$ cat src/rtl/uart_rx_engine_if.sv
`default_nettype none
// ============================================================================
//  Module      : uart_rx_engine_if
//  Description : Read-side bundle between the UART receive engine and the
//                APB register block: FIFO pop, interrupt clears, FIFO head,
//                occupancy and interrupt flags.
//  Revision    : 1.0  initial release
// ============================================================================
interface uart_rx_engine_if #(
    parameter int CNT_W = 3
);
    logic             rd_en;
    logic [2:0]       int_clr;
    logic [7:0]       rx_data;
    logic             rx_empty;
    logic             rx_full;
    logic [CNT_W-1:0] rx_count;
    logic             ctrl_rif;
    logic             ctrl_pif;
    logic             ctrl_fif;
    logic             ctrl_oif;

    // Register block side: pops and clears, observes data and flags
    modport master (
        output rd_en, int_clr,
        input  rx_data, rx_empty, rx_full, rx_count,
               ctrl_rif, ctrl_pif, ctrl_fif, ctrl_oif
    );

    // Receive engine side
    modport slave (
        input  rd_en, int_clr,
        output rx_data, rx_empty, rx_full, rx_count,
               ctrl_rif, ctrl_pif, ctrl_fif, ctrl_oif
    );
endinterface
`default_nettype wire

$ cat src/rtl/uart_rx_engine.sv
`default_nettype none
// ============================================================================
//  Module      : uart_rx_engine
//  Description : UART receive path. Two-flop synchroniser, 16x oversampled
//                start detection, 5-8 data bits, optional parity, 1/2 stop
//                bits, small show-ahead receive FIFO and sticky error flags.
//  Revision    : 1.0  initial release
// ============================================================================
module uart_rx_engine #(
    parameter int FIFO_DEPTH = 4,
    parameter int DIV_W      = 16
) (
    input  wire              pclk,
    input  wire              preset,
    input  wire [DIV_W-1:0]  baud_div,
    input  wire [1:0]        cfg_data_bits,
    input  wire              cfg_parity_en,
    input  wire              cfg_parity_odd,
    input  wire              cfg_stop2,
    input  wire              uart_rx,
    uart_rx_engine_if.slave  rd_if
);

    localparam int c_PTR_W = $clog2(FIFO_DEPTH);
    localparam int c_CNT_W = c_PTR_W + 1;

    typedef enum logic [2:0] {
        S_IDLE   = 3'd0,
        S_START  = 3'd1,
        S_DATA   = 3'd2,
        S_PARITY = 3'd3,
        S_STOP   = 3'd4,
        S_WAITHI = 3'd5
    } state_t;

    logic               rx_meta_q, rx_meta_d, rx_s_q, rx_s_d;
    logic [DIV_W-1:0]   div_cnt_q, div_cnt_d;
    state_t             state_q, state_d;
    logic [3:0]         sc_q, sc_d;
    logic [2:0]         bit_cnt_q, bit_cnt_d;
    logic [7:0]         data_q, data_d;
    logic [1:0]         nbits_q, nbits_d;
    logic               par_en_q, par_en_d, par_odd_q, par_odd_d;
    logic               stop2_q, stop2_d, stop_idx_q, stop_idx_d;
    logic               perr_q, perr_d, ferr_q, ferr_d;
    logic               push_q, push_d;
    logic [7:0]         mem_q [FIFO_DEPTH];
    logic [7:0]         mem_d [FIFO_DEPTH];
    logic [c_PTR_W-1:0] wr_ptr_q, wr_ptr_d, rd_ptr_q, rd_ptr_d;
    logic [c_CNT_W-1:0] count_q, count_d;
    logic               pif_q, pif_d, fif_q, fif_d, oif_q, oif_d;

    logic w_tick, w_last_bit, w_empty, w_full, w_pop, w_push, w_drop;

    // Synchroniser chain and oversample tick divider
    always_comb begin
        rx_meta_d  = uart_rx;
        rx_s_d     = rx_meta_q;
        // >= keeps the divider bounded if baud_div is lowered while running
        w_tick     = (div_cnt_q >= baud_div);
        div_cnt_d  = w_tick ? '0 : div_cnt_q + 1'b1;
    end

    // Frame FSM: start validation, bit sampling at sc==15, frame completion
    always_comb begin
        state_d    = state_q;
        sc_d       = sc_q;
        bit_cnt_d  = bit_cnt_q;
        data_d     = data_q;
        nbits_d    = nbits_q;
        par_en_d   = par_en_q;
        par_odd_d  = par_odd_q;
        stop2_d    = stop2_q;
        stop_idx_d = stop_idx_q;
        perr_d     = perr_q;
        ferr_d     = ferr_q;
        push_d     = 1'b0;
        w_last_bit = (bit_cnt_q == ({1'b0, nbits_q} + 3'd4));
        case (state_q)
            S_IDLE: begin
                if (w_tick && !rx_s_q) begin
                    state_d    = S_START;
                    sc_d       = '0;
                    bit_cnt_d  = '0;
                    data_d     = '0;
                    nbits_d    = cfg_data_bits;
                    par_en_d   = cfg_parity_en;
                    par_odd_d  = cfg_parity_odd;
                    stop2_d    = cfg_stop2;
                    stop_idx_d = 1'b0;
                    perr_d     = 1'b0;
                    ferr_d     = 1'b0;
                end
            end
            S_START: begin
                if (w_tick) begin
                    if (sc_q == 4'd7) begin
                        sc_d    = '0;
                        state_d = rx_s_q ? S_IDLE : S_DATA;
                    end else begin
                        sc_d = sc_q + 4'd1;
                    end
                end
            end
            S_DATA: begin
                if (w_tick) begin
                    sc_d = sc_q + 4'd1;
                    if (sc_q == 4'd15) begin
                        data_d[bit_cnt_q] = rx_s_q;
                        bit_cnt_d         = bit_cnt_q + 3'd1;
                        if (w_last_bit) begin
                            state_d = par_en_q ? S_PARITY : S_STOP;
                        end
                    end
                end
            end
            S_PARITY: begin
                if (w_tick) begin
                    sc_d = sc_q + 4'd1;
                    if (sc_q == 4'd15) begin
                        if (rx_s_q != ((^data_q) ^ par_odd_q)) begin
                            perr_d = 1'b1;
                        end
                        state_d = S_STOP;
                    end
                end
            end
            S_STOP: begin
                if (w_tick) begin
                    sc_d = sc_q + 4'd1;
                    if (sc_q == 4'd15) begin
                        if (!rx_s_q) begin
                            ferr_d = 1'b1;
                        end
                        if (stop2_q && !stop_idx_q && rx_s_q) begin
                            stop_idx_d = 1'b1;
                        end else begin
                            push_d  = 1'b1;
                            // A low stop bit may be a break; wait for idle first
                            state_d = rx_s_q ? S_IDLE : S_WAITHI;
                        end
                    end
                end
            end
            S_WAITHI: begin
                if (w_tick && rx_s_q) begin
                    state_d = S_IDLE;
                end
            end
            default: state_d = S_IDLE;
        endcase
    end

    // Receive FIFO and sticky interrupt flags
    always_comb begin
        w_empty  = (count_q == '0);
        w_full   = (count_q == c_CNT_W'(FIFO_DEPTH));
        w_pop    = rd_if.rd_en && !w_empty;
        w_push   = push_q && (!w_full || w_pop);
        w_drop   = push_q && w_full && !w_pop;
        mem_d    = mem_q;
        if (w_push) begin
            mem_d[wr_ptr_q] = data_q;
        end
        wr_ptr_d = wr_ptr_q + c_PTR_W'(w_push);
        rd_ptr_d = rd_ptr_q + c_PTR_W'(w_pop);
        count_d  = count_q;
        if (w_push && !w_pop) begin
            count_d = count_q + 1'b1;
        end else if (!w_push && w_pop) begin
            count_d = count_q - 1'b1;
        end
        pif_d = (pif_q && !rd_if.int_clr[0]) || (push_q && perr_q);
        fif_d = (fif_q && !rd_if.int_clr[1]) || (push_q && ferr_q);
        oif_d = (oif_q && !rd_if.int_clr[2]) || w_drop;
    end

    // State registers
    always_ff @(posedge pclk or posedge preset) begin
        if (preset) begin
            rx_meta_q  <= 1'b1;
            rx_s_q     <= 1'b1;
            div_cnt_q  <= '0;
            state_q    <= S_IDLE;
            sc_q       <= '0;
            bit_cnt_q  <= '0;
            data_q     <= '0;
            nbits_q    <= '0;
            par_en_q   <= 1'b0;
            par_odd_q  <= 1'b0;
            stop2_q    <= 1'b0;
            stop_idx_q <= 1'b0;
            perr_q     <= 1'b0;
            ferr_q     <= 1'b0;
            push_q     <= 1'b0;
            mem_q      <= '{default: '0};
            wr_ptr_q   <= '0;
            rd_ptr_q   <= '0;
            count_q    <= '0;
            pif_q      <= 1'b0;
            fif_q      <= 1'b0;
            oif_q      <= 1'b0;
        end else begin
            rx_meta_q  <= rx_meta_d;
            rx_s_q     <= rx_s_d;
            div_cnt_q  <= div_cnt_d;
            state_q    <= state_d;
            sc_q       <= sc_d;
            bit_cnt_q  <= bit_cnt_d;
            data_q     <= data_d;
            nbits_q    <= nbits_d;
            par_en_q   <= par_en_d;
            par_odd_q  <= par_odd_d;
            stop2_q    <= stop2_d;
            stop_idx_q <= stop_idx_d;
            perr_q     <= perr_d;
            ferr_q     <= ferr_d;
            push_q     <= push_d;
            mem_q      <= mem_d;
            wr_ptr_q   <= wr_ptr_d;
            rd_ptr_q   <= rd_ptr_d;
            count_q    <= count_d;
            pif_q      <= pif_d;
            fif_q      <= fif_d;
            oif_q      <= oif_d;
        end
    end

    // Read-side outputs; rx_data is the show-ahead head entry
    always_comb begin
        rd_if.rx_data  = mem_q[rd_ptr_q];
        rd_if.rx_empty = w_empty;
        rd_if.rx_full  = w_full;
        rd_if.rx_count = count_q;
        rd_if.ctrl_rif = !w_empty;
        rd_if.ctrl_pif = pif_q;
        rd_if.ctrl_fif = fif_q;
        rd_if.ctrl_oif = oif_q;
    end

endmodule
`default_nettype wire

$ cat src/flat_wrapper.sv
// flat-port wrapper written by rule: the top's interface ports become plain ports
module uart_rx_engine_flat 
#(
    parameter int FIFO_DEPTH = 4,
    parameter int DIV_W      = 16
)
  (pclk, preset, baud_div, cfg_data_bits, cfg_parity_en, cfg_parity_odd, cfg_stop2, uart_rx, rd_if_rd_en, rd_if_int_clr, rd_if_rx_data, rd_if_rx_empty, rd_if_rx_full, rd_if_rx_count, rd_if_ctrl_rif, rd_if_ctrl_pif, rd_if_ctrl_fif, rd_if_ctrl_oif);
  uart_rx_engine_if #(.CNT_W(3)) rd_if_i ();
  input  wire pclk;
  input  wire preset;
  input  wire [DIV_W-1:0] baud_div;
  input  wire [1:0] cfg_data_bits;
  input  wire cfg_parity_en;
  input  wire cfg_parity_odd;
  input  wire cfg_stop2;
  input  wire uart_rx;
  input wire logic [$bits(rd_if_i.rd_en)-1:0] rd_if_rd_en;
  input wire logic [$bits(rd_if_i.int_clr)-1:0] rd_if_int_clr;
  output wire logic [$bits(rd_if_i.rx_data)-1:0] rd_if_rx_data;
  output wire logic [$bits(rd_if_i.rx_empty)-1:0] rd_if_rx_empty;
  output wire logic [$bits(rd_if_i.rx_full)-1:0] rd_if_rx_full;
  output wire logic [$bits(rd_if_i.rx_count)-1:0] rd_if_rx_count;
  output wire logic [$bits(rd_if_i.ctrl_rif)-1:0] rd_if_ctrl_rif;
  output wire logic [$bits(rd_if_i.ctrl_pif)-1:0] rd_if_ctrl_pif;
  output wire logic [$bits(rd_if_i.ctrl_fif)-1:0] rd_if_ctrl_fif;
  output wire logic [$bits(rd_if_i.ctrl_oif)-1:0] rd_if_ctrl_oif;
  assign rd_if_i.rd_en = rd_if_rd_en;
  assign rd_if_i.int_clr = rd_if_int_clr;
  assign rd_if_rx_data = rd_if_i.rx_data;
  assign rd_if_rx_empty = rd_if_i.rx_empty;
  assign rd_if_rx_full = rd_if_i.rx_full;
  assign rd_if_rx_count = rd_if_i.rx_count;
  assign rd_if_ctrl_rif = rd_if_i.ctrl_rif;
  assign rd_if_ctrl_pif = rd_if_i.ctrl_pif;
  assign rd_if_ctrl_fif = rd_if_i.ctrl_fif;
  assign rd_if_ctrl_oif = rd_if_i.ctrl_oif;
  uart_rx_engine #(.FIFO_DEPTH(FIFO_DEPTH), .DIV_W(DIV_W)) u_core (.pclk(pclk), .preset(preset), .baud_div(baud_div), .cfg_data_bits(cfg_data_bits), .cfg_parity_en(cfg_parity_en), .cfg_parity_odd(cfg_parity_odd), .cfg_stop2(cfg_stop2), .uart_rx(uart_rx), .rd_if(rd_if_i));
endmodule
$ cat config.mk
export PLATFORM = sky130hd
export DESIGN_NAME = uart_rx_engine_flat
export DESIGN_NICKNAME = d
export VERILOG_FILES = /design/src/rtl/uart_rx_engine_if.sv /design/src/rtl/uart_rx_engine.sv /design/src/flat_wrapper.sv
export SDC_FILE = /design/constraint.sdc
export NUM_CORES = 1
export LEC_CHECK = 0
export ABC_CLOCK_PERIOD_IN_PS = 6700
export BUFFER_PORTS_ARGS = -buffer_cell sky130_fd_sc_hd__buf_2
export CAP_MARGIN = 20
export CORE_MARGIN = 4
export CORE_UTILIZATION = 30
export CTS_BUF_LIST = sky130_fd_sc_hd__clkbuf_2
export CTS_CLUSTER_SIZE = 12
export DETAILED_ROUTE_END_ITERATION = 12
export GPL_TIMING_DRIVEN = 0
export HOLD_SLACK_MARGIN = 0.15
export PLACE_DENSITY_LB_ADDON = 0.12
export SYNTH_ARGS = -nofsm -noshare
export SYNTH_HDL_FRONTEND = slang
export SYNTH_SLANG_ARGS = --single-unit
export TNS_END_PERCENT = 100
$ cat constraint.sdc
create_clock -name pclk -period 6.7 [get_ports pclk]
set_input_delay 0.335 -clock pclk [delete_from_list [all_inputs] [get_ports pclk]]
set_output_delay 0.335 -clock pclk [all_outputs]
set_load 0.02 [all_outputs]
Word-level counts from Yosys, hierarchy flattened --
Cells that the tools add are included.
Word-level totals: bits in registers 87, bits of input ports 28, word-level logic and storage cells 172, output and inout port bits 17
Cells by class: bitwise operators 3, equality and inequality tests 26, $add $sub $neg 8, reduce and logical (&&, ||, !) cells 46, muxes and demuxes 58, $lt $le $gt $ge 6
Operator list (number):
- 2-to-1 mux 3 bit | 19
- 2-to-1 mux 8 bit | 6
- bitwise mux 32 bit | 1
- != test 2 x 1 -> 1 bit, second input constant | 14
- case mux 3 bit (6 select lines) | 1
- logical AND 1 bit | 17
- adder 16 x 1 -> 16 bit, second input constant | 1
- binary-select mux 8 bit (select 2 bit) | 1
- demux 8 bit (select 2 bit) | 1
- >= comparator 16 bit | 1
- 2-to-1 mux 16 bit | 1
- 2-to-1 mux 4 bit | 4
- case mux 8 bit (2 select lines) | 1
- 2-to-1 mux 1 bit | 15
- AND reduction 5 bit | 3
- case mux 4 bit (3 select lines) | 1
- AND reduction 12 bit | 1
- equality test 3 bit, second input constant | 3
- logical NOT 1 bit | 9
- bitwise mux 8 bit | 1
- AND reduction 4 bit | 2
- nonzero test 2 bit | 4
- parity 8 bit | 1
- adder 3 x 1 -> 3 bit, second input constant | 2
- other kinds (26) | 37

Depth between registers and ports, before layout --
Gate-level depths: netlist of the first run.
depth in word-level cells 9, gate-level depth with buffers 10, gate-level depth less buffers 10

Worst setup path after synthesis of the first run --
OpenSTA, ideal clock, no wires.
path kind register to register, start register u_core.div_cnt_q[0], end register u_core.ferr_q, buffers on the path 1, arrival 2199 ps, clock period less this slack 2329 ps, library setup time 129 ps, cell stages (with the launch flop) 10, data required time 6571 ps, slack 4371 ps, cells stage by stage dfrtp_1 > inv_1 > ha_1 > nand2b_1 > a2111oi_1 > nor4b_4 > or3_1 > buf_2 > a31oi_1 > nor2_1
Between the ends: cells in the longest elaborated chain, start to end 4, elaborated cells between the ends (all ways) 5, those cells by class order compare: 1; eq/ne: 2; reduce/logical: 2
RTL lines:
- from (decl) | RTL line uart_rx_engine.sv:37 | logic [DIV_W-1:0] div_cnt_q, div_cnt_d;
- from (signal assigned) | RTL line uart_rx_engine.sv:206 | div_cnt_q <= div_cnt_d;
- >= comparator 16 bit * | RTL line uart_rx_engine.sv:60 | w_tick = (div_cnt_q >= baud_div);
- logical AND 1 bit | RTL line uart_rx_engine.sv:81 | if (w_tick && !rx_s_q) begin
- != test 2 x 1 -> 1 bit (no line)
- AND reduction 5 bit (no line) *
- to (signal assigned) | RTL line uart_rx_engine.sv:217 | ferr_q <= ferr_d;
- to (decl) | RTL line uart_rx_engine.sv:45 | logic perr_q, perr_d, ferr_q, ferr_d;
Every way passes the cells marked *; elsewhere a longest branch is shown, timed or not. A chain may end at the register's enable or synchronous reset.

Worst setup path after layout of the first run --
start register u_core.div_cnt_q[0], end register u_core.data_q[0]
Between the ends: cells in the longest elaborated chain, start to end 4, elaborated cells between the ends (all ways) 5, those cells by class order compare: 1; eq/ne: 2; reduce/logical: 2
RTL lines:
- >= comparator 16 bit * | RTL line uart_rx_engine.sv:60
- logical AND 1 bit | RTL line uart_rx_engine.sv:81
- != test 2 x 1 -> 1 bit (no line)
- AND reduction 4 bit (no line) *
- to (signal assigned) | RTL line uart_rx_engine.sv:210 | data_q <= data_d;
- to (decl) | RTL line uart_rx_engine.sv:41 | logic [7:0] data_q, data_d;
Marks and branches as above.

==> results of run 1 <==
==> sequential cells by signal (all words and copies together) (netlist names), 2 cells and up <==
register	cells
u_core.mem_q	32
u_core.div_cnt_q	16
u_core.data_q	8
u_core.sc_q	4
u_core.bit_cnt_q	3
u_core.rd_if.rx_count	3
u_core.state_q	3
u_core.nbits_q	2
u_core.rd_ptr_q	2
u_core.wr_ptr_q	2
==> kinds of logic after synthesis <==
| logic type | after synthesis | share of synthesized area |
|---|---|---|
| AO/OA/AOI/OAI | 54 | 0.06898 |
| buffers and inverters | 46 | 0.03915 |
| XOR/XNOR | 28 | 0.05366 |
| multiplexers | 55 | 0.1528 |
| flip-flops | 87 | 0.4769 |
| adder cells (fa/ha/maj) | 23 | 0.06460 |
| AND/OR/NAND/NOR | 127 | 0.1440 |
==> metrics by stage <==
step,cells,power (mW)
2_1_floorplan,420,1.014
3_3_place_gp,648,1.131
3_5_place_dp,649,1.143
4_1_cts,677,1.428
5_1_grt,677,1.523
6_report,677,1.397
==> cell type report <==
type,count,area share
multi-input cells,287,0.4190
flip-flops and latches,87,0.4128
repair buffers,57,0.06967
well taps,184,0.04360
inverters,33,0.02393
clock inverters,7,0.01209
plain buffers,13,0.01043
clock buffers,9,0.008531
==> worst max-delay path, cell delays in order (launching register included) <==
cell and delay, ns:
sky130_fd_sc_hd__dfrtp_1 0.48, sky130_fd_sc_hd__inv_1 0.07, sky130_fd_sc_hd__ha_1 0.26, sky130_fd_sc_hd__nand2b_1 0.14, sky130_fd_sc_hd__a2111oi_1 0.61, sky130_fd_sc_hd__nor4b_4 0.15
sky130_fd_sc_hd__nor3_4 0.36, sky130_fd_sc_hd__buf_2 0.34, sky130_fd_sc_hd__o21ai_0 0.13, sky130_fd_sc_hd__mux2i_1 0.13
==> metal layers <==
layer / track usage / share of wire / wire, um / vias to the layer above
met5: 0 / 0 / 0 / -
met4: 0.05426 / 0.020 / 196 / 0
met3: 0.02982 / 0.036 / 354 / 16
met2: 0.1905 / 0.45 / 4470 / 50
met1: 0.1642 / 0.49 / 4850 / 1571
li1: - / - / - / 1617
==> what timing repair did <==
action,4_1_cts,5_1_grt
hold buffers,12,0
hold endpoints to repair,53,0
setup endpoints to repair,0,0
==> worst paths after layout <==
path | slack [ns] | startpoint | end
max reg2reg | 3.98 | u_core.div_cnt_q[0]$_DFF_PP0_ | u_core.data_q[0]$_DFFE_PP0P_
min in group pclk | 0.36 | uart_rx | u_core.rx_meta_q$_DFF_PP1_
min | 0.31 | preset | u_core.stop2_q$_DFFE_PP0P_
max | 3.98 | u_core.div_cnt_q[0]$_DFF_PP0_ | u_core.data_q[0]$_DFFE_PP0P_
max in group asynchronous | 5.78 | preset | u_core.mem_q[10]$_DFFE_PP0P_
min reg2reg | 0.37 | u_core.rx_meta_q$_DFF_PP1_ | u_core.rx_s_q$_DFF_PP1_
==> cells in the final DEF (no fill, tap or decap), types with 3 or more instances in the layout <==
cell,count
sky130_fd_sc_hd__a21oi_1,14
sky130_fd_sc_hd__and3_1,5
sky130_fd_sc_hd__xor2_1,13
sky130_fd_sc_hd__o21ai_1,7
sky130_fd_sc_hd__xnor2_1,15
sky130_fd_sc_hd__nand3b_1,3
sky130_fd_sc_hd__ha_1,22
sky130_fd_sc_hd__mux2_1,5
sky130_fd_sc_hd__nor2_1,29
sky130_fd_sc_hd__nand3_1,18
sky130_fd_sc_hd__or4_1,4
sky130_fd_sc_hd__buf_2,46
sky130_fd_sc_hd__clkbuf_2,9
sky130_fd_sc_hd__or3_1,8
sky130_fd_sc_hd__clkbuf_1,10
sky130_fd_sc_hd__inv_1,32
sky130_fd_sc_hd__mux2_2,33
sky130_fd_sc_hd__and2_1,3
sky130_fd_sc_hd__dfrtp_1,85
sky130_fd_sc_hd__nor3_1,7
sky130_fd_sc_hd__mux4_2,8
sky130_fd_sc_hd__mux2i_1,9
sky130_fd_sc_hd__nor4_1,6
sky130_fd_sc_hd__o21ai_0,19
sky130_fd_sc_hd__dlygate4sd3_1,12
sky130_fd_sc_hd__nand2_1,32
==> power breakdown <==
| group | switching [mW] | leakage [nW] | internal (mW) |
|---|---|---|---|
| registers | 0.0832 | 1.15 | 0.607 |
| logic | 0.253 | 1.34 | 0.190 |
| clock network | 0.207 | 0.0630 | 0.0576 |
| total | 0.543 | 2.55 | 0.854 |
==> results.md, run 1 <==
- The share of post-route cells with drive strength above 1 is 0.2312.
- The max-slew violation total from the final report is 0.
- The run finished with clean final reports.
- In this run the power density over the cells is 264.6 mW/mm^2.
- The TritonCTS clock tree is built.
- The final number of hold-violating endpoints is 0.
- In this run the count of I/O pins placed on the die edge is 45.
- Registers take 0.002180 mm^2.
- Data on the critical path is required at its endpoint by 7.23 ns.
- The maximum clock frequency is 367.7 MHz.
- The final instance area is 0.005280 mm^2.
- Across all layers, the routed design uses 3254 vias.
- Setup repair after global routing left no endpoint under its margin.
- The proportion of register bits with asynchronous set or reset after synthesis is 1.000.
- IR analysis of the VDD net gives a maximum drop of 0.09497 mV.
- Yosys instantiated no cell more often than sky130_fd_sc_hd__dfrtp_1.
- A synthesized cell averages 10.88 um^2.
- The clock transition time at the flip-flop clock pins of the worst setup and hold paths is 0.26 ns.
- The area enclosed by the die boundary is 0.01727 mm^2.
- The number of diodes added for antenna fixing is 0.
- Max-cap violations in this run came to 0.
- The first global-routing pass estimated 17.32 mm of wire.
- Measured along the y axis, the die boundary spans 131.4 um.
- The via count normalized by instance count is 4.806.
- In the synthesized netlist the dominant register cell turns out to be sky130_fd_sc_hd__dfrtp_1.
- The x dimension of the die is 131.4 um.
- The period utilization is 0.4059.
- The residual antenna-violating net count after detailed routing is 0.
- After floorplanning, the core was sized to cover 0.01475 mm^2.
- Entering global routing, the biggest net connects 47 pins.
- The number of placement rows is 44.
- Of the synthesized area, sequential elements account for 0.4769.
- The layout overhead on the synthesized area is 15.52%.
- The accumulated negative setup slack is 0 ns.
- The largest total area in the synthesized netlist belongs to sky130_fd_sc_hd__dfrtp_1.
- The insertion delay of the later-clocked pin in the worst-skew pair is 0.59 ns.
- The highest net fanout along the worst path is 10.
- The clock drives 87 sinks.
- For this run the aggregate overflow at the end of global routing stands at 0.
- In the final layout, the multi-input gates occupy 0.002212 mm^2.
- The number of cells on the worst reg-to-reg path is 9.
- Once layout is complete, the utilization of the core stands at 0.3579.
- The effective utilization at floorplan is 0.3098.
- The count of routing violations after the opening detailed-route iteration is 172.
- The post-synthesis instance total is 420.
- Counting I/O delays and the setup requirement, the final critical path takes 2.720 ns.
- The post-detailed-route DRC marker count is 0.
- After synthesis, the cell types taking the most area are sky130_fd_sc_hd__dfrtp_1 47%, sky130_fd_sc_hd__mux2_2 8.1%, sky130_fd_sc_hd__ha_1 6.0%.
- The buffer depth of the longest clock path is 2.
- After detailed routing, the average wire length per cell comes to 14.58 um.
- STA classifies the critical path startpoint as a flop.
- Between clock sinks in the finished design, the worst skew comes to 0.02175 ns.
- The synthesized net count is 471.
- The final setup violation count is 0.
- The worst setup timing slack at the placement stage is 3.935 ns.
- After legalization and detailed placement, the total HPWL measured 7.044 mm.
- For the pin with the worst max-slew slack, the measured transition is 0.7855 ns.
- The count of buffers inserted at the top-level ports is 44.
- Routability-driven placement finished with a final weighted congestion of 0.8385.
- The cell area that synthesis handed to floorplanning was 0.004571 mm^2.
- The number of global-route vias before repair is 3472.
- For this run, the detailed router's first-pass iteration total came to 4.
- Data on the critical path arrives at its endpoint at 3.25 ns.
- The number of flops mapped to enable cells by yosys is 0.
- During synthesis, Yosys emitted a total of 0 warnings.
- The kind of end point of the critical path is a flop.
- The sum of routed wire length over all layers is 9.871 mm.
- The CTS buffer count is 9.
- The min-delay analysis places its worst path in the category in -> async.
- After the last flow step, the layout net total stands at 539.
- Post-CTS repair changed the size of 0 cells.
- The total track usage is 0.1230.
- After synthesis the netlist holds a flip-flop and latch count of 87.
- The top-area cell type share of the netlist area is 0.4654.
- The worst hold slack is 0.3136 ns.
- The standard cell area after detailed placement is 0.005051 mm^2.
- The setup path with the least slack is of type reg -> reg.
- The number of antenna violations at the first check in global routing is 0.
- The H-tree generated during clock tree synthesis spans 3 levels.
- Sorting the synthesized cells by how often they occur yields 85 x sky130_fd_sc_hd__dfrtp_1, 33 x sky130_fd_sc_hd__inv_1, 33 x sky130_fd_sc_hd__mux2_2.
- After synthesis, the netlist uses 46 different library cells.
- In this run the clock root is driven by a sky130_fd_sc_hd__clkbuf_2.
- The minimum setup slack in the final design is 3.980 ns.
- The post-CTS repair timing setup buffer count is 0.
- The filler cells instantiated in the layout total 1494.
- The leakage power is 2.554 nW.
- The worst slew slack as a fraction of its limit is 0.4735.
Note: power is estimated with default switching activity, not from simulation.
==> run 2, diff against run 1 <==
ABC_CLOCK_PERIOD_IN_PS = 2300   (was 6700)
clock period = 2.3 ns   (was 6.7 ns; I/O delays follow)
==> results.md, run 2 (same netlist as run 1, synthesis figures left out) <==
- The HPWL after detailed placement is 7.161 mm (+1.7%).
- The transition time at the pin with the least slew margin came to 0.7960 ns (+0.01051 ns).
- TritonCTS built the clock tree.
- The chip height was 131.4 um (unchanged).
- The effective utilization at floorplan is 0.3098 (unchanged).
- The number of global-route vias before repair is 3437 (-1.0%).
- The number of instances in the placed design is 650 (+0.15%).
- The max-slew violation total from the final report is 0 (unchanged).
- The flow ran to the end, but the final reports show violations.
- The boundary pin count is 45 (unchanged).
- The launch point of the worst hold path is rd_if_int_clr[1].
- The minimum setup slack in the final design is -0.2322 ns (-4.213 ns).
- The x dimension of the die is 131.4 um (unchanged).
- The worst setup path is of the reg -> reg kind.
- The insertion delay of the later-clocked pin in the worst-skew pair is 0.56 ns (-0.03 ns).
- The total number of vias is 3329 (+2.3%).
- Setup repair after global routing could not meet its margin everywhere.
- The worst reg2reg path endpoint is u_core.state_q[0]$_DFFE_PP0P_.
- The required time of the critical path is 2.80 ns (-4.43 ns).
- The via count normalized by instance count is 4.790 (-0.34%).
- The largest net degree at the start of global routing is 35 (-26%).
- The master cell of the clock root buffer is sky130_fd_sc_hd__clkbuf_2.
- The post-detailed-route DRC marker count is 0 (unchanged).
- The highest net fanout along the worst path is 5 (-5).
- The final number of hold-violating endpoints is 0 (unchanged).
- The cell area power density is 765.2 mW/mm^2 (+190%).
- The leakage power was 2.707 nW (+6.0%).
- The area enclosed by the die boundary was 0.01727 mm^2 (unchanged).
- The standard cell area after detailed placement is 0.005070 mm^2 (+0.37%).
- The library cell used most frequently in the layout, excluding fill and tap cells, is sky130_fd_sc_hd__dfrtp_1.
- The depth of the worst hold-timing path is 3.
- The final instance area is 0.005662 mm^2 (+7.2%).
- The number of diodes added for antenna fixing is 0 (unchanged).
- The residual antenna-violating net count after detailed routing is 0 (unchanged).
- The final setup violation count is 43 (+43).
- The total track usage is 0.1263 (+0.003249).
- The placer congestion estimate was 0.8367 (-0.21%).
- The flip-flop count of the largest register after layout is 32 (unchanged).
- The sum of routed wire length over all layers is 10.38 mm (+5.1%).
- The worst setup timing slack at the placement stage came to -0.4002 ns (-4.335 ns).
- The minimum period implied by the final worst setup slack is 2.532 ns (-0.1875 ns).
- The checks that failed: negative setup slack.
- The share of post-route cells with drive strength above 1 is 0.3014 (+0.07013).
- The worst slew slack as a fraction of its limit is 0.4665 (-0.007045).
- The maximum clock frequency is 394.9 MHz (+7.4%).
- Compared with the post-synthesis result, the final layout area differs by 23.87%.
- The clock sink count was 87 (unchanged).
- The detailed-routing iteration count for the pre-antenna-repair pass is 4 (unchanged).
- The register with the most flip-flops is u_core.mem_q.
- The core box area is 0.01475 mm^2 (unchanged).
- The count of buffers inserted at the top-level ports came to 44 (unchanged).
- The accumulated negative setup slack was -4.862 ns (-4.862 ns).
- The critical path launch point type is a flop.
- The utilization of the core after routing is 0.3837 (+0.02586).
- The number of levels in the clock H-tree is 3 (unchanged).
- The worst IR drop on VDD was 0.3070 mV (+220%).
- The residual overflow from global routing came to 0 (unchanged).
- The CTS buffer count is 9 (unchanged).
- The number of placement rows is 44 (unchanged).
- The number of cells on the worst reg-to-reg path is 10 (+1).
- The final-stage net count was 557 (+3.3%).
- The worst hold path belongs to the class in -> reg.
- The largest registers in the layout are u_core.mem_q (32), u_core.div_cnt_q (16), u_core.data_q (8).
- The count of routing violations after the opening detailed-route iteration came to 126 (-27%).
- The first-pass GRT wire length is 17.84 mm (+3.0%).
- The period utilization is 1.101 (+0.6950).
- The sink of the worst hold path is u_core.rd_if.ctrl_fif$_DFF_PP0_.
- The critical path data arrival time is 3.03 ns (-0.22 ns).
- The number of violations of the max-capacitance limit is 0 (unchanged).
- The largest clock skew in the final design is 0.02534 ns (+0.003598 ns).
- The library cells used most frequently in the layout, excluding fill and tap cells, are 84 x sky130_fd_sc_hd__dfrtp_1, 44 x sky130_fd_sc_hd__buf_2, 33 x sky130_fd_sc_hd__mux2_2.
- The buffer depth of the longest clock path came to 2 (unchanged).
- The final instance count without filler cells is 695 (+2.7%).
- In this run the critical register-to-register path is launched from u_core.div_cnt_q[13]$_DFF_PP0_.
- The clock transition time at the flip-flop clock pins of the worst setup and hold paths came to 0.26 ns (about the same).
- The average routed wire per standard cell came to 14.93 um (+2.4%).
- The kind of end point of the critical path is a flop.
- The number of antenna violations at the first check in global routing is 0 (unchanged).
- The slack of the worst reg-to-reg path is -0.23 ns (-4.21 ns).
[run 2: worst max-delay path by stage]
stage,slack [ns],depth (start not counted),start,end
after floorplan,0.04,8,u_core.div_cnt_q[13]$_DFF_PP0_,u_core.ferr_q$_DFFE_PP0P_
after global placement,-0.40,7,u_core.div_cnt_q[15]$_DFF_PP0_,u_core.nbits_q[1]$_DFFE_PP0P_
after detailed placement,-0.40,7,u_core.div_cnt_q[15]$_DFF_PP0_,u_core.nbits_q[1]$_DFFE_PP0P_
after CTS,-0.20,9,u_core.div_cnt_q[0]$_DFF_PP0_,u_core.sc_q[0]$_DFFE_PP0P_
after global routing,-0.34,9,u_core.div_cnt_q[13]$_DFF_PP0_,u_core.data_q[2]$_DFFE_PP0P_
final,-0.23,10,u_core.div_cnt_q[13]$_DFF_PP0_,u_core.state_q[0]$_DFFE_PP0P_
[run 2: layout make-up]
cell class	count	area (um^2)
Inverter	33	127.6
Clock buffer	9	45.04
Tap cell	184	230.2
Timing Repair Buffer	76	544.3
Fill cell	1495	9092
Buffer	12	71.32
Multi-Input combinational cell	287	2406
Sequential cell	87	2181
Clock inverter	7	56.30
[run 2: per-stage QoR]
| stage | hold slack [ns] | total power, mW |
|---|---|---|
| floorplan | 0.1195 | 2.967 |
| global route | 0.1837 | 4.709 |
| CTS | 0.1684 | 4.271 |
| finish | 0.2371 | 4.332 |
| global placement | 0.2249 | 3.305 |
| detailed placement | 0.2102 | 3.347 |
[run 2: routing by layer]
metal / part of all wire / vias up / track usage
met5: 0 / - / 0
met4: 0.011 / 0 / 0.04026
met3: 0.033 / 7 / 0.03173
met2: 0.47 / 44 / 0.1914
met1: 0.49 / 1631 / 0.1779
li1: - / 1647 / -
[run 2: repair_timing]
item / CTS / global route
gates cloned: 0 / 1
hold endpoints to repair: 102 / 0
gates resized for setup: 25 / 24
pin swaps: 14 / 10
setup buffers: 10 / 7
setup endpoints to repair: 52 / 61
hold buffers: 14 / 0
[run 2: critical path, cell delays in order (launching register included)]
cell and delay [ns]:
sky130_fd_sc_hd__dfrtp_1 0.47, sky130_fd_sc_hd__ha_1 0.31, sky130_fd_sc_hd__nand4_1 0.17, sky130_fd_sc_hd__nor3_2 0.28, sky130_fd_sc_hd__nor4b_4 0.23, sky130_fd_sc_hd__buf_4 0.17, sky130_fd_sc_hd__nor3_4 0.05, sky130_fd_sc_hd__buf_6 0.14
sky130_fd_sc_hd__buf_6 0.11, sky130_fd_sc_hd__or4_1 0.47, sky130_fd_sc_hd__o21ai_1 0.09
[run 2: report_power, final]
group	switching, mW	internal (mW)	total [mW]
logic	0.830	0.716	1.55
registers	0.278	1.77	2.05
clock network	0.583	0.157	0.740
total	1.69	2.64	4.33
==> run 3, diff against run 2 <==
ABC_AREA = 1   (was not set)
==> results.md, run 3 <==
- The area enclosed by the die boundary was 0.01817 mm^2 (+5.2%).
- The number of diodes added for antenna fixing was 0 (unchanged).
- The residual overflow from global routing is 0 (unchanged).
- The number of different library cells in the post-synthesis netlist is 37 (-20%).
- The largest registers in the layout are u_core.mem_q (32), u_core.div_cnt_q (16), u_core.data_q (8).
- The largest clock skew in the final design is 0.03483 ns (+0.009485 ns).
- The number of buffer and inverter stages on the critical path is 3 (unchanged).
- The flow ran to the end, and the final reports show no timing, DRC or antenna violations.
- The total track usage is 0.1325 (+0.006268).
- The delay of the slowest cell on the worst path was 0.54 ns (+0.07 ns).
- The clock network power share is 0.163 (-0.008).
- Setup repair after global routing left no endpoint under its margin.
- The sequential fraction of the synthesis area is 0.4519 (-0.02499).
- The boundary pin count came to 45 (unchanged).
- The total standard cell area after synthesis is 0.004823 mm^2 (+5.5%).
- By startpoint and endpoint, the worst setup path is classified as reg -> out.
- The maximum clock frequency came to 462.7 MHz (+17%).
- The worst IR drop on VDD is 0.3871 mV (+26%).
- Summed over all instances, the cell type with the most area after synthesis is sky130_fd_sc_hd__dfrtp_1.
- The final-stage net count is 732 (+31%).
- The total of flip-flops plus latches after synthesis is 87 (unchanged).
- The minimum period implied by the final worst setup slack was 2.161 ns (-0.3711 ns).
- The final setup violation count came to 0 (-100%).
- The area growth from synthesis to layout is 18.73%.
- The critical path data arrival time is 2.05 ns (-0.98 ns).
- The CTS buffer count is 9 (unchanged).
- Walking the worst path, the cells encountered are inv_2, clkbuf_4, o21ai_0, o22ai_1, buf_2.
- The clock transition time at the flip-flop clock pins of the worst setup and hold paths is 0.24 ns (-0.02 ns).
- The net switching fraction of the power is 0.4364 (+0.04618).
- The worst slew slack as a fraction of its limit is 0.6332 (+0.1667).
- The part of the total power dissipated in combinational logic was 0.434 (+0.077).
- The number of levels in the clock H-tree came to 3 (unchanged).
- The placer congestion estimate was 0.8127 (-2.9%).
- STA classifies the critical path endpoint as an output pin.
- The insertion delay of the later-clocked pin in the worst-skew pair is 0.59 ns (+0.03 ns).
- The synthesized net count was 652 (+38%).
- The x dimension of the die is 134.8 um (+2.6%).
- The clock sink count is 87 (unchanged).
- The sum of routed wire length over all layers is 11.49 mm (+11%).
- The root buffer cell chosen for the clock tree is sky130_fd_sc_hd__clkbuf_2.
- The largest net degree at the start of global routing is 40 (+14%).
- The number of warning messages in the yosys log is 0 (unchanged).
- The accumulated negative setup slack is 0 ns (+4.862 ns).
- The final instance area is 0.005727 mm^2 (+1.1%).
- The effective utilization at floorplan is 0.3047 (-0.005043).
- TritonCTS built the clock tree.
- The count of routing violations after the opening detailed-route iteration is 235 (+87%).
- The cell area power density is 882.2 mW/mm^2 (+15%).
- The most frequently used cell type in the post-synthesis netlist is sky130_fd_sc_hd__nand2_1.
- The top-area cell type share of the netlist area is 0.4410 (-0.02439).
- The first-pass GRT wire length came to 19.16 mm (+7.4%).
- The final number of hold-violating endpoints is 0 (unchanged).
- The post-detailed-route DRC marker count is 0 (unchanged).
- The transition time at the pin with the least slew margin is 0.5491 ns (-0.2468 ns).
- Yosys attributes the largest share of cell area to sky130_fd_sc_hd__dfrtp_1 44%, sky130_fd_sc_hd__nand2_1 10%, sky130_fd_sc_hd__o21ai_0 6.7%.
- The number of flops mapped to enable cells by yosys was 0 (unchanged).
- For this run, the leading register cell type out of synthesis is sky130_fd_sc_hd__dfrtp_1.
- The standard cell area after detailed placement is 0.005363 mm^2 (+5.8%).
- The library cells used most frequently in the layout, excluding fill and tap cells, are 133 x sky130_fd_sc_hd__nand2_1, 82 x sky130_fd_sc_hd__inv_1, 82 x sky130_fd_sc_hd__dfrtp_1.
- The number of antenna violations at the first check in global routing came to 0 (unchanged).
- The residual antenna-violating net count after detailed routing is 0 (unchanged).
- The share of post-route cells with drive strength above 1 came to 0.1880 (-0.1133).
- The buffer depth of the longest clock path is 2 (unchanged).
- The HPWL after detailed placement was 8.550 mm (+19%).
- The worst setup timing slack at the placement stage came to 0.1042 ns (+0.5044 ns).
- The detailed-routing iteration count for the pre-antenna-repair pass was 5 (+1).
- The number of violations of the max-capacitance limit is 0 (unchanged).
- The slowest stage cell on the critical path is sky130_fd_sc_hd__dfrtp_2.
- The minimum setup slack in the final design is 0.1390 ns (+0.3711 ns).
- The critical path launch point type is a flop.
- The net switching power came to 2.205 mW (+30%).
- The max-slew violation total from the final report came to 0 (unchanged).
- The internal portion of total power was 2.847 mW (+7.8%).
- The count of buffers inserted at the top-level ports is 44 (unchanged).
- The core box area is 0.01583 mm^2 (+7.3%).
- The total number of vias was 4009 (+20%).
- The number of filler instances in the final layout is 1711 (+14%).
- The tightest min-delay check is of the in -> reg type.
- The highest net fanout along the worst path is 10 (+5).
- The flip-flop count of the largest register after layout was 32 (unchanged).
- The average routed wire per standard cell came to 12.74 um (-15%).
- The period utilization is 0.9396 (-0.1614).
- The number of placement rows was 46 (+4.5%).
- On the critical path the largest part of the delay comes from buffers and inverters.
- The synthesized area divided by synthesized cell count came to 8.026 um^2 (-26%).
- The leakage power was 2.798 nW (+3.4%).
- The required time of the critical path is 2.18 ns (-0.62 ns).
- The proportion of register bits with asynchronous set or reset after synthesis is 1.000 (unchanged).
- u_core.mem_q holds more flip-flops than any other register.
- The total power is 5.052 mW (+17%).
- The chip height is 134.8 um (+2.6%).
- The commonest cells after synthesis are 133 x sky130_fd_sc_hd__nand2_1, 85 x sky130_fd_sc_hd__dfrtp_1, 84 x sky130_fd_sc_hd__inv_1.
- The via count normalized by instance count is 4.445 (-7.2%).
- The number of global-route vias before repair came to 3880 (+13%).
- The sequential fraction of design power is 0.403 (-0.069).
- Leaving out fill and tap cells, the most frequent cell in the layout is sky130_fd_sc_hd__nand2_1.
- The post-synthesis instance total is 601 (+43%).
-- run 3: cell count changes after synthesis, sizes merged, moves of 6 or more --
cell / previous run / this run
clkbuf: 10 / 4
o22ai: 0 / 11
nand3: 18 / 28
mux2i: 9 / 0
mux2: 38 / 1
o21ai: 26 / 81
or3: 8 / 0
nand4: 2 / 8
xnor2: 15 / 9
inv: 33 / 90
nand2: 32 / 139
mux4: 8 / 0
nor2: 30 / 71
-- run 3: logic make-up (layout without fill, tap and decap cells) --
kind of cell | after synthesis | in the layout | synth area share
muxes | 1 | 1 | 0.002334
adders and majority gates | 23 | 23 | 0.06122
and+or+nand+nor | 255 | 255 | 0.2306
AOI/OAI and AO/OA | 116 | 116 | 0.1352
buffers and inverters | 102 | 187 | 0.08793
DFF | 87 | 87 | 0.4519
xor gates and xnor gates | 17 | 17 | 0.03087
-- run 3: per-layer routing --
metal,global-route usage,wire [um],vias up
met5,0,0,-
met3,0.03726,518,15
met2,0.2062,5136,69
li1,-,-,2096
met4,0.03563,159,0
met1,0.1820,5677,1829
-- run 3: final timing paths --
kind	start	to	slack [ns]	depth (start not counted)
worst max-delay path	u_core.rd_ptr_q[0]$_DFF_PP0_	rd_if_rx_data[5]	0.14	5
worst min-delay path	baud_div[15]	u_core.div_cnt_q[2]$_DFF_PP0_	0.21	8
worst max register to register	u_core.rd_if.rx_count[1]$_DFFE_PP0P_	u_core.rd_if.rx_count[1]$_DFFE_PP0P_	0.16	9
worst min register to register	u_core.rx_meta_q$_DFF_PP1_	u_core.rx_s_q$_DFF_PP1_	0.39	0
max in group asynchronous	preset	u_core.rx_s_q$_DFF_PP1_	0.75	6
min in group asynchronous	preset	u_core.div_cnt_q[3]$_DFF_PP0_	0.66	4
-- run 3: power groups by stage --
stage | clock network (mW) | registers (mW) | logic [mW]
finish | 0.823 | 2.04 | 2.19
detailed placement | 0 | 2.06 | 2.10
global placement | 0 | 2.06 | 2.05
global route | 0.936 | 2.09 | 2.50
CTS | 0.877 | 2.07 | 2.10
floorplan | 0 | 2.02 | 1.53
-- run 3: area by class of cell --
cell class              instances  area, um^2  area share
plain buffers                  11       87.58     0.01529
flip-flops and latches         87        2183      0.3813
clock buffers                  10       50.05    0.008739
well taps                     216       270.3     0.04719
multi-input cells             412        2245      0.3920
clock inverters                 6       68.82     0.01202
repair buffers                 70       478.0     0.08346
inverters                      90       344.1     0.06008
-- run 3: worst reg2reg max path: cells and delay by family, from the launching register on --
kind	cells	cell delay, ns
fa+ha+maj	2	0.61
simple gates	4	0.56
flops	1	0.48
mux	1	0.27
buf+inv	2	0.16
-- run 3: through the flow --
stage	util	instances	hold slack, ns
2_1_floorplan	-	601	0.1195
3_5_place_dp	0.3388	863	0.2017
6_report	0.3618	902	0.2122
5_1_grt	0.3618	902	0.1546
3_3_place_gp	0.3363	861	0.2268
4_1_cts	0.3560	893	0.1656
-- run 3: timing repair --
action	in CTS	in global routing
gates cloned	0	0
resized for setup	5	7
endpoints found under the setup margin	8	37
hold buffers	15	0
buffers inserted	0	9
hold endpoints to repair	96	0
